**config.mk**
```make
export PLATFORM = sky130hd
export DESIGN_NAME = sync_fifo
export DESIGN_NICKNAME = d
export VERILOG_FILES = /design/src/rtl/sync_fifo_pkg.sv /design/src/rtl/sync_fifo_mem.sv /design/src/rtl/sync_fifo.sv
export SDC_FILE = /design/constraint.sdc
export NUM_CORES = 1
export LEC_CHECK = 0
export ABC_AREA = 1
export BUFFER_PORTS_ARGS = -buffer_cell sky130_fd_sc_hd__buf_2
export CAP_MARGIN = 40
export CORE_MARGIN = 3
export CORE_UTILIZATION = 45
export CTS_BUF_LIST = sky130_fd_sc_hd__clkbuf_4 sky130_fd_sc_hd__clkbuf_8
export CTS_CLUSTER_DIAMETER = 80
export CTS_CLUSTER_SIZE = 30
export DETAILED_ROUTE_END_ITERATION = 6
export GPL_TIMING_DRIVEN = 0
export PLACE_DENSITY = 0.71
export SKIP_LAST_GASP = 1
export SLEW_MARGIN = 40
export SYNTH_ARGS = -nofsm -noshare
export SYNTH_HDL_FRONTEND = slang
export SYNTH_SLANG_ARGS = --single-unit
```
**constraint.sdc**
```tcl
create_clock -name clk -period 1.89 [get_ports clk]
set_input_delay 0.378 -clock clk [delete_from_list [all_inputs] [get_ports clk]]
set_output_delay 0.378 -clock clk [all_outputs]
set_load 0.1 [all_outputs]
```
**src/rtl/sync_fifo_pkg.sv**
```systemverilog
// Shared constants and width helpers for the single-clock FIFO.
// Used by sync_fifo and sync_fifo_mem.
package sync_fifo_pkg;

  localparam int DEF_DATA_WIDTH = 8;
  localparam int DEF_DEPTH      = 8;

  // Two-bit encoding is {write accepted, read accepted}.
  typedef enum logic [1:0] {
    OP_IDLE = 2'b00,
    OP_RD   = 2'b01,
    OP_WR   = 2'b10,
    OP_BOTH = 2'b11
  } fifo_op_e;

  function automatic int ptr_width(input int depth);
    return (depth > 1) ? $clog2(depth) : 1;
  endfunction

  // One extra bit so that a completely full FIFO (count == DEPTH) is representable.
  function automatic int cnt_width(input int depth);
    return ptr_width(depth) + 1;
  endfunction

endpackage

```
**src/rtl/sync_fifo_mem.sv**
```systemverilog
// Simple dual-port register array: one write port and one registered read port
// with read enable. The read register clears on reset; the array itself does not.
module sync_fifo_mem
  import sync_fifo_pkg::*;
#(
  parameter int DATA_WIDTH = DEF_DATA_WIDTH,
  parameter int DEPTH      = DEF_DEPTH,
  parameter int AW         = ptr_width(DEPTH)
) (
  input  logic                  clk,
  input  logic                  rstn,
  input  logic                  we_i,
  input  logic [AW-1:0]         waddr_i,
  input  logic [DATA_WIDTH-1:0] wdata_i,
  input  logic                  re_i,
  input  logic [AW-1:0]         raddr_i,
  output logic [DATA_WIDTH-1:0] rdata_o
);

  logic [DATA_WIDTH-1:0] mem_q [DEPTH];
  logic [DATA_WIDTH-1:0] rdata_q;

  always_ff @(posedge clk) begin
    if (we_i) begin
      mem_q[waddr_i] <= wdata_i;
    end
  end

  // A same-edge write to raddr_i returns the old word, which is what a
  // read-and-write on a full FIFO needs.
  always_ff @(posedge clk or negedge rstn) begin
    if (!rstn) begin
      rdata_q <= '0;
    end else if (re_i) begin
      rdata_q <= mem_q[raddr_i];
    end
  end

  assign rdata_o = rdata_q;

endmodule

```
**src/rtl/sync_fifo.sv**
```systemverilog
// Single-clock FIFO with full/empty flags and a one-cycle registered read.
// Optional status outputs (count, overflow, underflow) under SYNC_FIFO_STATUS_EN.
module sync_fifo
  import sync_fifo_pkg::*;
#(
  parameter int DATA_WIDTH = DEF_DATA_WIDTH,
  parameter int DEPTH      = DEF_DEPTH
) (
  input  logic                  clk,
  input  logic                  rstn,
  input  logic                  wr_en,
  input  logic                  rd_en,
  input  logic [DATA_WIDTH-1:0] data_in,
  output logic [DATA_WIDTH-1:0] data_out,
  output logic                  full,
  output logic                  empty
`ifdef SYNC_FIFO_STATUS_EN
  ,
  output logic [cnt_width(DEPTH)-1:0] count,
  output logic                        overflow,
  output logic                        underflow
`endif
);

  localparam int PW = ptr_width(DEPTH);
  localparam int CW = cnt_width(DEPTH);
  localparam logic [CW-1:0] FULL_CNT = CW'(DEPTH);

  logic [PW-1:0] wptr_q, wptr_d;
  logic [PW-1:0] rptr_q, rptr_d;
  logic [CW-1:0] count_q, count_d;
  logic          wr_acc, rd_acc;
  fifo_op_e      op;

  assign full  = (count_q == FULL_CNT);
  assign empty = (count_q == '0);

  // A write into a full FIFO is still taken when a read frees the slot on the same edge.
  assign wr_acc = wr_en && (!full || rd_en);
  assign rd_acc = rd_en && !empty;
  assign op     = fifo_op_e'({wr_acc, rd_acc});

  always_comb begin
    wptr_d  = wptr_q;
    rptr_d  = rptr_q;
    count_d = count_q;
    case (op)
      OP_WR: begin
        wptr_d  = wptr_q + 1'b1;
        count_d = count_q + 1'b1;
      end
      OP_RD: begin
        rptr_d  = rptr_q + 1'b1;
        count_d = count_q - 1'b1;
      end
      OP_BOTH: begin
        wptr_d = wptr_q + 1'b1;
        rptr_d = rptr_q + 1'b1;
      end
      default: ;
    endcase
  end

  always_ff @(posedge clk or negedge rstn) begin
    if (!rstn) begin
      wptr_q  <= '0;
      rptr_q  <= '0;
      count_q <= '0;
    end else begin
      wptr_q  <= wptr_d;
      rptr_q  <= rptr_d;
      count_q <= count_d;
    end
  end

  sync_fifo_mem #(
    .DATA_WIDTH (DATA_WIDTH),
    .DEPTH      (DEPTH),
    .AW         (PW)
  ) u_mem (
    .clk     (clk),
    .rstn    (rstn),
    .we_i    (wr_acc),
    .waddr_i (wptr_q),
    .wdata_i (data_in),
    .re_i    (rd_acc),
    .raddr_i (rptr_q),
    .rdata_o (data_out)
  );

`ifdef SYNC_FIFO_STATUS_EN
  logic overflow_q, overflow_d;
  logic underflow_q, underflow_d;

  assign overflow_d  = wr_en && !wr_acc;
  assign underflow_d = rd_en && empty;

  always_ff @(posedge clk or negedge rstn) begin
    if (!rstn) begin
      overflow_q  <= 1'b0;
      underflow_q <= 1'b0;
    end else begin
      overflow_q  <= overflow_d;
      underflow_q <= underflow_d;
    end
  end

  assign count     = count_q;
  assign overflow  = overflow_q;
  assign underflow = underflow_q;
`endif

endmodule

```
Yosys cells after proc, flatten, opt, wreduce, memory -nomap -nowiden
Memories as Yosys holds them, arrays and structs flattened. A register that Yosys moved wholly into a read port is not among the register bits.
Index checks and enable logic that the tools add are counted.
{"block": "totals", "ramBits": 64, "register_bits": 10, "n_memories": 1, "elab_cells": 25, "inputBits": 12}
{"name": "u_mem.mem_q", "depth": 8, "width": 8, "rd": 1, "rd_clocked_by_memory_dff": 1, "write_ports": 1, "line_no": "sync_fifo_mem.sv:20", "rtl": "logic [DATA_WIDTH-1:0] mem_q [DEPTH];"}
{"block": "op_classes", "addsub": 4, "mux": 3, "n_reduce_logical": 10, "n_eq_ne": 4}
{"operator": "one-hot mux 4 bit (2 select lines)", "count": 1}
{"operator": "adder 3 x 1 -> 3 bit, second input constant", "count": 2}
{"operator": "adder 4 x 1 -> 4 bit, second input constant", "count": 1}
{"operator": "equality test 2 bit, second input constant", "count": 2}
{"operator": "equality test 4 bit, second input constant", "count": 1}
{"operator": "zero test 4 bit", "count": 1}
{"operator": "OR reduction 2 bit", "count": 2}
{"operator": "subtractor 4 x 1 -> 4 bit, second input constant", "count": 1}
{"operator": "zero test 1 bit", "count": 3}
{"operator": "equality test 2 x 1 -> 1 bit, second input constant", "count": 1}
{"operator": "logical AND 1 bit", "count": 2}
{"operator": "two-way mux 1 bit", "count": 2}
{"operator": "nonzero test 2 bit", "count": 1}
{"operator": "logical OR 1 bit", "count": 1}

Longest topological paths before layout
Gate-level depths: netlist of the first run.
{"block": "depth", "ltp_word": 6, "ltp_mapped": 14, "depth_no_buf": 13}

By module
From an unflattened synthesis of the first run, not the netlist that was laid out.
{"block": "unflattened", "hier_cells": 363, "area_unflattened_um2": 3698.5}
{"mod": "sync_fifo_mem", "cells_each": 297, "area_per_inst_um2": 3089.2, "instances": 1}
{"mod": "sync_fifo", "cells_each": 66, "area_per_inst_um2": 609.3, "instances": 1}

Least setup slack after synthesis of the first run
No wires, ideal clock.
{"block": "synth_timing", "path_type": "register to output", "from": "register count_q[2]", "to": "output full", "stages_incl_launch_ff": 2, "t_arrival_ns": 3.340, "required_time_ns": 1.512, "slack_ns": -1.828, "path_cell_list": "dfrtp_1 -> nor4_1"}
{"block": "synth_between", "elab_chain_len": 1}
{"element": "start, declared", "line_no": "sync_fifo.sv:31", "rtl": "logic [CW-1:0] count_q, count_d;"}
{"element": "start signal, assigned", "line_no": "sync_fifo.sv:72", "rtl": "count_q <= count_d;"}
{"element": "equality test 4 bit", "line_no": "sync_fifo.sv:35", "rtl": "assign full = (count_q == FULL_CNT);"}
{"element": "end, declared", "line_no": "sync_fifo.sv:15", "rtl": "output logic full,"}
No other way between the ends.

Final worst setup path of the first run
{"block": "layout_timing", "from": "register count_q[0]", "to": "memory u_mem.mem_q[4][4] (netlist bit), enable pin"}
{"block": "layout_between", "elab_chain_len": 6}
{"element": "equality test 4 bit", "line_no": "sync_fifo.sv:35"}
{"element": "zero test 1 bit", "line_no": "sync_fifo.sv:39", "rtl": "assign wr_acc = wr_en && (!full || rd_en);"}
{"element": "logical OR 1 bit", "line_no": "sync_fifo.sv:39"}
{"element": "logical AND 1 bit", "line_no": "sync_fifo.sv:39"}
{"element": "two-way mux 1 bit", "line_no": "sync_fifo_mem.sv:24", "rtl": "if (we_i) begin"}
{"element": "two-way mux 1 bit (implied by the code)", "line_no": "sync_fifo_mem.sv:25", "rtl": "mem_q[waddr_i] <= wdata_i;"}
{"element": "end, declared", "line_no": "sync_fifo_mem.sv:20"}
No other way between the ends.

==> results of run 1 <==
cell families (layout without fill, tap and decap cells):
logic type | Yosys count | count (layout)
DFF | 82 | 82
xor gates and xnor gates | 5 | 5
buffers and inverters | 78 | 123
adders and majority gates | 8 | 8
and+or+nand+nor | 188 | 188
AOI/OAI and AO/OA | 4 | 4
timing repair:
item | in CTS | in global routing
setup buffers | 4 | 4
resized for setup | 13 | 14
hold endpoints to repair | 18 | 0
pin swaps | 1 | 4
setup endpoints to repair | 69 | 69
hold buffers | 1 | 0
state kept, by name, summed over array words and instances (netlist names):
signal	cells
u_mem.rdata_o	8
rptr_q	3
u_mem.mem_q	64
count_q	4
wptr_q	3
through the flow:
step	utilization [%]	cell area [µm²]	hold WS [ps]	power, mW
finish	55.1	4330	301	7.25
global placement	50.6	3970	341	5.58
global route	55.1	4330	291	7.71
floorplan	-	3740	82.4	4.95
CTS	54.2	4260	287	7.13
detailed placement	50.7	3980	351	5.67
placed cells by master (no fill, tap or decap), drive strengths merged:
| cell | netlist | final |
|---|---|---|
| nand3 | 52 | 52 |
| xor2 | 4 | 4 |
| fa | 1 | 1 |
| xnor2 | 1 | 1 |
| nand2 | 122 | 122 |
| nor4 | 1 | 1 |
| or2 | 1 | 1 |
| bufinv | 0 | 2 |
| dfrtp | 18 | 18 |
| nor2 | 11 | 11 |
| ha | 7 | 7 |
| clkbuf | 0 | 9 |
| clkinv | 1 | 6 |
| o21ai | 4 | 4 |
| edfxtp | 64 | 64 |
| clkinvlp | 0 | 1 |
| inv | 64 | 63 |
| buf | 13 | 41 |
| dlygate4sd3 | 0 | 1 |
| nand4 | 1 | 1 |
critical path, cell delays in order (launching register included):
cell	delay, ps
dfrtp_2	410
nor2_4	60
buf_6	100
nand4_1	70
nand2_2	80
inv_1	110
nand2_1	190
nor2_2	480
worst paths after layout:
check                      cells past startpoint           endpoint  slack (ps)             start
max                                            7  u_mem.mem_q[4][4]          20        count_q[0]
min reg2reg                                    2   u_mem.rdata_o[0]         480  u_mem.rdata_o[0]
max in group asynchronous                      2         count_q[0]        1090              rstn
min                                            1  u_mem.mem_q[3][6]         300        data_in[6]
min in group asynchronous                      2         count_q[3]         480              rstn
max reg2reg                                    7  u_mem.mem_q[4][4]          20        count_q[0]
power by group:
part           total (mW)  switching [mW]  internal (mW)
Sequential           2.57           0.198           2.37
Clock                1.35           0.613          0.741
Combinational        3.33            2.33          0.998
Total                7.25            3.14           4.11
per-layer routing:
layer	up-vias	global-route usage (%)
met5	-	0
met4	0	6.91
met3	18	4.83
met2	70	28.8
met1	1181	21.5
li1	1244	-
area by class of cell:
type,count,area share (%)
clock inverters,7,2.17
clock buffers,9,2.86
repair buffers,30,4.42
plain buffers,12,2.43
multi-input cells,205,24.2
well taps,102,2.95
inverters,65,6.04
flip-flops and latches,82,54.9
==> impl_metrics.py, run 1 <==
metrics = {
    "critical_path": {
        "worstPathRequired_ps": 1880,
        "path_max_fanout": 8,
        "worstSetupStartpointType": "flip-flop",
        "worstSetupEndpointType": "flip-flop",
        "worst-endpoint-arrival_ps": 1860,
        "timing_worst_setup_path_type": "flip-flop to flip-flop",
    },
    "floorplanning": {
        "core_area_mm2": 0.00785,
        "ioPinCount": 22,
        "initial_core_util_pct": 47.1,
        "rows": 32,
        "die_y_um": 96.6,
        "die_area_mm2": 0.00934,
        "die_x_um": 96.6,
    },
    "clocking": {
        "worst_setup_hold_path_clk_slew_ps": 80,
        "ctsHtreeMaxLevel": 3,
        "cts_made_buffers": 9,
        "clk_path_buf_depth": 2,
        "worstSkewPairLatency_ps": 350,
        "clock_sinks": 82,
        "clock_tree.root_cell": "clkbuf_8",
        "cts_tree": "yes",
    },
    "placed_design": {
        "place_worst_setup_slack_ps": -240,
        "dpl.hpwl_um": 5010,
        "globalplace.congestion": 0.881,
        "port_buffers": 21,
        "place.detailed.instances": 488,
    },
    "synthesis": {
        "synth_enable_flop_cells": 64,
        "unique_cell_type_count_in_the_yosys_netlist": 23,
        "synth_xor_area_share_pct": 1.18,
        "synth_async_sr_flop_share_pct": 22.0,
        "syn_area_mm2": 0.00370,
        "post_synth_and_or_nand_nor_area_fraction_pct": 21.3,
        "yosys.area.top_type": "edfxtp_1",
        "synth_top_area_share_pct": 52.0,
        "yosysWarnings": 0,
        "postSynthCellCount": 365,
        "main_combinational_cell_family_by_area_after_synthesis": "simple AND/OR/NAND/NOR gates",
        "synth.mux.area_fraction_pct": 0,
        "synth.cells.most_frequent": "nand2_1, edfxtp_1, inv_1",
        "ys_seq_elements": 82,
        "synth_fa_ha_area_share_pct": 2.91,
        "syn-num-nets": 385,
        "synth-compound-area-share_pct": 0.541,
        "synthesis.area_per_instance_um2": 10.1,
        "yosys.cell_count.top_type": "nand2_1",
        "ys_seq_area_share_pct": 64.2,
        "flip_flop_cell_with_the_highest_count_after_synthesis": "edfxtp_1",
        "synth_area_leaders": "edfxtp_1, nand2_1, dfrtp_1",
    },
    "finish": {
        "multi_input_comb_area_mm2": 0.00105,
        "instances_no_fill": 512,
        "drive_above_1_share_pct": 19.5,
        "final_net_count": 425,
        "final-seq-area_mm2": 0.00238,
        "insertedDiodeCount": 0,
        "area_overhead_of_the_layout_relative_to_synthesis_pct": 17.0,
        "filler_cell_count": 694,
    },
    "route": {
        "vias": 2513,
        "drt-wirelength-per-cell_um": 14.9,
        "wirelength_um": 7640,
        "highest-signal-layer": "met4",
        "met2_length_um": 3860,
        "route.antenna.remaining_nets": 0,
        "count_of_tritonroute_iterations_in_the_first_routing_pass": 4,
        "met3_routed_length_um": 523,
        "wl_met1_um": 3080,
        "post-route-drc-count": 0,
        "drt_iter0_markers": 187,
        "vias_per_cell": 4.91,
    },
    "global_routing": {
        "grt_first_pass_wirelength_um": 12400,
        "grt_remaining_overflow": 0,
        "grt_util_all_layers_pct": 17.3,
        "grt_max_degree": 19,
        "grt_pass1_vias": 2504,
        "grt_antenna_before_repair": 0,
    },
    "sta": {
        "max-slew-margin-rel_pct": 64.0,
        "grt_setup_unrepaired": "true",
        "post-route-worst-setup-slack_ps": 15.8,
        "post-route-min-period_ps": 1870,
        "finalSetupViolCount": 0,
        "worst-slew-pin-transition_ps": 539,
        "min_period_over_period_pct": 99.2,
        "max_clock_freq_ghz": 0.534,
        "largest_clock_skew_in_the_final_design_ps": 9.25,
        "fin_tns_setup_ps": 0,
        "report.final.hold_viol_count": 0,
        "report.final.slew_viol_count": 0,
    },
    "run_status": {
        "status": "complete, no violations",
    },
    "power_and_ir_drop": {
        "power_per_cell_area_mw_per_mm2": 1680,
        "vdd_ir_drop_max_mv": 0.863,
        "cellLeakagePower_nw": 1.96,
    },
    "min_path": {
        "hold_class": "primary input to flip-flop",
    },
    "job": {
        "cap_viol_max_count": 0,
    },
}
(Power assumes the default switching activity.)
==> run 2: changes to the inputs <==
--- a/config.mk
+++ b/config.mk
@@ -9,5 +9,5 @@
 export BUFFER_PORTS_ARGS = -buffer_cell sky130_fd_sc_hd__buf_2
 export CAP_MARGIN = 40
-export CORE_MARGIN = 3
+export CORE_MARGIN = 1.5
 export CORE_UTILIZATION = 45
 export CTS_BUF_LIST = sky130_fd_sc_hd__clkbuf_4 sky130_fd_sc_hd__clkbuf_8
@@ -17,4 +17,5 @@
 export GPL_TIMING_DRIVEN = 0
 export PLACE_DENSITY = 0.71
+export SKIP_CTS_REPAIR_TIMING = 1
 export SKIP_LAST_GASP = 1
 export SLEW_MARGIN = 40
==> constraint.sdc (replaced) <==
create_clock -name clk -period 1.89 [get_ports clk]
set_input_delay 0.378 -clock clk [delete_from_list [all_inputs] [get_ports clk]]
set_output_delay 0.378 -clock clk [all_outputs]
set_load 0.05 [all_outputs]
==> run 2 against run 1 <==
Compared with the run above: sequential cell count is the same; non-clock buffer count increased by 1; global-route usage grew 1.6 points; wire length rose by 0.27%; cell count is 0.20% higher; via count grew 0.36%; critical path depth up 4; sequential power hardly changed; sequential share of layout area grew 0.84 points; highest routed layer unchanged.
==> impl_metrics.py, run 2 (synthesis results as in run 1) <==
metrics = {
    "run_status": {
        "status": "complete, no violations",
    },
    "critical_path": {
        "worstPathCellList": "nor2_4 -> nand3_2 -> nand2_4 -> inv_6 -> ha_4 -> ha_4 -> or2_2 -> nand3_1 -> nand2_1 -> nand2_1 -> nand2_1",
        "timing_worst_setup_path_type": "flip-flop to flip-flop",
        "critical_path.max_stage_delay_ps": 440,
        "path_max_fanout": 14,
        "critPathSlowestCell": "dfrtp_2",
        "worstSetupEndpointType": "flip-flop",
        "cp_common_cell": "nand2_1",
        "worst-endpoint-arrival_ps": 2090,
        "worstPathRequired_ps": 2130,
        "r2r.worst_path.cells": 11,
        "worstSetupStartpointType": "flip-flop",
    },
    "route": {
        "post-route-drc-count": 0,
        "vias_per_cell": 4.92,
        "vias": 2522,
        "drt-wirelength-per-cell_um": 14.9,
        "drt_iter0_markers": 169,
        "wirelength_um": 7660,
        "count_of_tritonroute_iterations_in_the_first_routing_pass": 4,
        "route.antenna.remaining_nets": 0,
    },
    "floorplanning": {
        "initial_core_util_pct": 47.1,
        "die_x_um": 93.6,
        "rows": 32,
        "ioPinCount": 22,
        "die_y_um": 93.6,
        "die_area_mm2": 0.00877,
        "core_area_mm2": 0.00785,
    },
    "global_routing": {
        "grt_first_pass_wirelength_um": 11900,
        "grt_max_degree": 19,
        "grt_antenna_before_repair": 0,
        "grt.met3_usage_pct": 4.80,
        "grt_util_met1_pct": 23.7,
        "grt_remaining_overflow": 0,
        "grt.met2_usage_pct": 29.5,
        "busiest_layer": "met2",
        "grt_util_all_layers_pct": 18.9,
        "grt_pass1_vias": 2417,
    },
    "sta": {
        "max-slew-margin-rel_pct": 60.1,
        "finalSetupViolCount": 0,
        "largest_clock_skew_in_the_final_design_ps": 8.65,
        "worst-slew-pin-transition_ps": 598,
        "post-route-min-period_ps": 1850,
        "max_clock_freq_ghz": 0.541,
        "report.final.hold_viol_count": 0,
        "post-route-worst-setup-slack_ps": 40.9,
        "report.final.slew_viol_count": 0,
        "grt_setup_unrepaired": "true",
        "min_period_over_period_pct": 97.8,
    },
    "finish": {
        "drive_above_1_share_pct": 19.5,
        "most-common-layout-cells": "nand2_1, edfxtp_1, inv_1, nand3_1, buf_2",
        "final_net_count": 426,
        "fin_util_pct": 54.3,
        "layout.cells.most_common": "nand2_1",
        "largest_register_ffs": 64,
        "filler_cell_count": 671,
        "multi_input_comb_area_mm2": 0.00103,
        "area_overhead_of_the_layout_relative_to_synthesis_pct": 15.3,
        "final-seq-area_mm2": 0.00238,
        "largest_register": "u_mem.mem_q",
        "insertedDiodeCount": 0,
    },
    "clocking": {
        "worstSkewPairLatency_ps": 340,
        "clk_path_buf_depth": 2,
        "ctsHtreeMaxLevel": 3,
        "cts_made_buffers": 9,
        "worst_setup_hold_path_clk_slew_ps": 80,
        "cts_tree": "yes",
        "clock_tree.root_cell": "clkbuf_8",
        "clock_sinks": 82,
    },
    "job": {
        "cap_viol_max_count": 0,
    },
    "placed_design": {
        "globalplace.congestion": 0.855,
        "place_worst_setup_slack_ps": -225,
        "dpl.hpwl_um": 4930,
        "port_buffers": 21,
    },
    "power_and_ir_drop": {
        "post-layout-total-power_mw": 6.64,
        "vdd_ir_drop_max_mv": 0.697,
        "power_per_cell_area_mw_per_mm2": 1560,
        "cellLeakagePower_nw": 1.96,
    },
    "min_path": {
        "min_delay_path_depth": 1,
        "hold_class": "primary input to flip-flop",
    },
}
[run 2: path summary, 6_finish.rpt]
| kind | end | slack, ps | startpoint |
|---|---|---|---|
| max in group asynchronous | count_q[0] | 1060 | rstn |
| hold reg to reg | u_mem.rdata_o[1] | 480 | u_mem.rdata_o[1] |
| setup / recovery | count_q[3] | 40 | count_q[0] |
| hold / removal | u_mem.mem_q[7][4] | 300 | data_in[4] |
| min in group asynchronous | count_q[3] | 520 | rstn |
| setup reg to reg | count_q[3] | 40 | count_q[0] |
[run 2: worst max-delay path, delay by kind of cell, from the launching register on]
family | cells | cell delay [ps]
buffers and inverters | 1 | 70
adders and majority gates | 2 | 390
and+or+nand+nor | 8 | 840
DFF | 1 | 440
[run 2: layout make-up]
cell class	count	area share [%]
flip-flops and latches	82	55.8
multi-input cells	205	24.1
inverters	65	5.96
repair buffers	31	4.29
clock buffers	14	4.23
well taps	102	2.99
plain buffers	12	2.47
clock inverters	2	0.235
[run 2: power breakdown]
group	switching [mW]	internal (mW)	total [mW]	leakage (nW)
combinational	1.94	0.950	2.89	1.06
clock	0.576	0.612	1.19	0.103
sequential	0.196	2.37	2.56	0.795
[run 2: metal layers]
metal | vias to the layer above | wire [µm] | share of wire (%)
li1 | 1242 | - | -
met1 | 1177 | 3290 | 43
met2 | 83 | 3740 | 49
met3 | 20 | 433 | 5.6
met4 | 0 | 199 | 2.6
met5 | - | 0 | 0
[run 2: stage by stage]
| stage | area [µm²] | hold slack, ps | cells | TNS, ps |
|---|---|---|---|---|
| final | 4260 | 303 | 513 | 0 |
| after global routing | 4260 | 305 | 513 | -4290 |
| after CTS | 4160 | -42.7 | 504 | -10280 |
| after detailed placement | 3970 | 339 | 488 | -8820 |
| after global placement | 3960 | 339 | 488 | -9940 |
| after floorplan | 3730 | 82.4 | 365 | 0 |
==> run 3: changes to the inputs <==
Settings changed: ABC_AREA 1 to unset.
==> run 3 against run 2 <==
Compared with the run above: the flow now finishes with violations (negative setup slack); clock skew up 2.7 ps; sequential cell count unchanged; die area down 7.1%; global-route usage down 2.5 points; synthesized cell count down 40%; maximum frequency down 22%; sequential power up 5%; via count down 23%; non-clock buffer count down 2; critical path depth down 3; largest cell class unchanged.
==> impl_metrics.py, run 3 <==
metrics = {
    "run_status": {
        "status": "complete, but fails checks",
        "violations_in_the_final_reports": "negative setup slack",
    },
    "power_and_ir_drop": {
        "power_frac_seq_pct": 40.1,
        "net-switching-power_mw": 2.47,
        "cellLeakagePower_nw": 1.53,
        "clkPwrFrac_pct": 21.0,
        "combPwrFrac_pct": 38.9,
        "post-layout-total-power_mw": 6.68,
        "power_per_cell_area_mw_per_mm2": 1610,
        "cell_internal_pwr_mw": 4.22,
        "vdd_ir_drop_max_mv": 0.557,
        "sw_frac_of_total_pct": 36.9,
    },
    "synthesis": {
        "syn-num-nets": 238,
        "post_synth_and_or_nand_nor_area_fraction_pct": 5.73,
        "yosys.cell_count.top_type": "edfxtp_1",
        "synth_top_area_share_pct": 56.1,
        "flip_flop_cell_with_the_highest_count_after_synthesis": "edfxtp_1",
        "yosysWarnings": 0,
        "postSynthCellCount": 218,
        "synth.cells.most_frequent": "edfxtp_1, dfrtp_1, mux2_2, mux2i_1, nand2_1",
        "unique_cell_type_count_in_the_yosys_netlist": 35,
        "syn_area_mm2": 0.00343,
        "yosys.area.top_type": "edfxtp_1",
        "synthesis.area_per_instance_um2": 15.7,
        "main_combinational_cell_family_by_area_after_synthesis": "multiplexers",
        "synth_xor_area_share_pct": 1.53,
        "synth_area_leaders": "edfxtp_1, dfrtp_1, mux2_2",
        "synth.mux.area_fraction_pct": 10.6,
        "synth_enable_flop_cells": 64,
        "ys_seq_area_share_pct": 69.2,
        "ys_seq_elements": 82,
        "synth-compound-area-share_pct": 6.79,
        "synth_fa_ha_area_share_pct": 3.14,
        "synth_async_sr_flop_share_pct": 22.0,
    },
    "finish": {
        "largest_register_ffs": 64,
        "insertedDiodeCount": 0,
        "fin_util_pct": 56.8,
        "most-common-layout-cells": "edfxtp_1, buf_2, mux2i_1, nand2_1, mux2_2",
        "final-seq-area_mm2": 0.00238,
        "final_net_count": 281,
        "drive_above_1_share_pct": 38.3,
        "postLayoutCellArea_mm2": 0.00414,
        "multi_input_comb_area_mm2": 0.00112,
        "largest_register": "u_mem.mem_q",
        "instances_no_fill": 365,
        "filler_cell_count": 586,
        "layout.cells.most_common": "edfxtp_1",
        "area_overhead_of_the_layout_relative_to_synthesis_pct": 20.9,
    },
    "floorplanning": {
        "initial_core_util_pct": 47.0,
        "rows": 31,
        "die_y_um": 90.3,
        "die_area_mm2": 0.00815,
        "die_x_um": 90.3,
        "ioPinCount": 22,
        "core_area_mm2": 0.00729,
    },
    "placed_design": {
        "place.detailed.instances": 340,
        "globalplace.congestion": 0.734,
        "port_buffers": 21,
        "dpl.hpwl_um": 4200,
        "placedInstanceArea_mm2": 0.00373,
    },
    "clocking": {
        "cts_tree": "yes",
        "worst_setup_hold_path_clk_slew_ps": 90,
        "ctsHtreeMaxLevel": 3,
        "cts_made_buffers": 9,
        "clk_path_buf_depth": 2,
        "clock_sinks": 82,
        "clock_tree.root_cell": "clkbuf_8",
        "worstSkewPairLatency_ps": 350,
    },
    "critical_path": {
        "worst-endpoint-arrival_ps": 2590,
        "worst_reg2reg_path_startpoint": "count_q[1]",
        "worstSetupStartpointType": "flip-flop",
        "worstSetupEndpointType": "flip-flop",
        "path_max_fanout": 8,
        "timing_worst_setup_path_type": "flip-flop to flip-flop",
        "worstPathRequired_ps": 2120,
        "critPathLaunch": "count_q[1]",
    },
    "global_routing": {
        "grt_util_all_layers_pct": 16.4,
        "grt_antenna_before_repair": 0,
        "grt_first_pass_wirelength_um": 9920,
        "grt_pass1_vias": 1925,
        "grt_remaining_overflow": 0,
        "grt_max_degree": 19,
    },
    "route": {
        "wirelength_um": 6500,
        "drt-wirelength-per-cell_um": 17.8,
        "vias_per_cell": 5.35,
        "route.antenna.remaining_nets": 0,
        "drt_iter0_markers": 116,
        "post-route-drc-count": 0,
        "vias": 1952,
        "count_of_tritonroute_iterations_in_the_first_routing_pass": 4,
    },
    "sta": {
        "post-route-worst-setup-slack_ps": -467,
        "max-slew-margin-rel_pct": 52.5,
        "worst-slew-pin-transition_ps": 709,
        "finalSetupViolCount": 45,
        "max_clock_freq_ghz": 0.424,
        "largest_clock_skew_in_the_final_design_ps": 11.4,
        "report.final.hold_viol_count": 0,
        "grt_setup_unrepaired": "true",
        "report.final.slew_viol_count": 0,
        "post-route-min-period_ps": 2360,
        "min_period_over_period_pct": 125,
    },
    "job": {
        "cap_viol_max_count": 0,
    },
    "min_path": {
        "min-delay-start": "data_in[2]",
        "hold_class": "primary input to flip-flop",
    },
}
-- run 3: per-layer routing --
metal	GRT usage [%]	routed length (µm)
met5	0	0
met4	6.75	94
met3	4.46	276
met2	25.3	3080
met1	22.1	3050
-- run 3: critical path, cell delays in order, from the launching register on --
cell and delay [ps]:
dfrtp_1 490, or4b_4 550, o21ai_4 220, ha_4 220, ha_4 220, a21oi_4 170, nor4_1 70, nand4b_1 190
o311ai_1 110
-- run 3: worst paths after layout --
check,endpoint,slack (ps),cells after the start
min in group asynchronous,u_mem.rdata_o[1],480,2
setup reg to reg,count_q[3],-470,8
max in group asynchronous,count_q[0],1090,2
hold reg to reg,u_mem.rdata_o[6],480,2
setup / recovery,count_q[3],-470,8
hold / removal,u_mem.mem_q[3][2],310,1
-- run 3: logic make-up after synthesis --
group | Yosys count
DFF | 82
xor gates and xnor gates | 6
muxes | 34
adders and majority gates | 8
AOI/OAI and AO/OA | 32
and+or+nand+nor | 39
buffers and inverters | 17
-- run 3: layout make-up --
| type | count | share of cell area [%] |
|---|---|---|
| multi-input combinational | 119 | 27.0 |
| buffer | 8 | 1.75 |
| clock inverter | 7 | 2.42 |
| inverter | 8 | 0.725 |
| timing repair buffer | 33 | 4.80 |
| sequential | 82 | 57.4 |
| clock buffer | 9 | 2.99 |
| tap | 99 | 2.99 |
-- run 3: power groups by stage --
stage | combinational, mW | sequential [mW] | clock [mW]
floorplan | 1.48 | 2.91 | 0
global placement | 2.26 | 2.64 | 0
detailed placement | 2.34 | 2.67 | 0
CTS | 2.35 | 2.64 | 1.43
global route | 2.80 | 2.73 | 1.51
finish | 2.60 | 2.68 | 1.40
-- run 3: metrics by stage --
| step | setup TNS, ps | setup WS (ps) | hold slack, ps |
|---|---|---|---|
| finish | -3650 | -467 | 305 |
| global route | -8330 | -560 | 295 |
| CTS | -6990 | -822 | -52.8 |
| detailed placement | -5950 | -795 | 332 |
| global placement | -17060 | -717 | 323 |
| floorplan | -1290 | -444 | 82.4 |
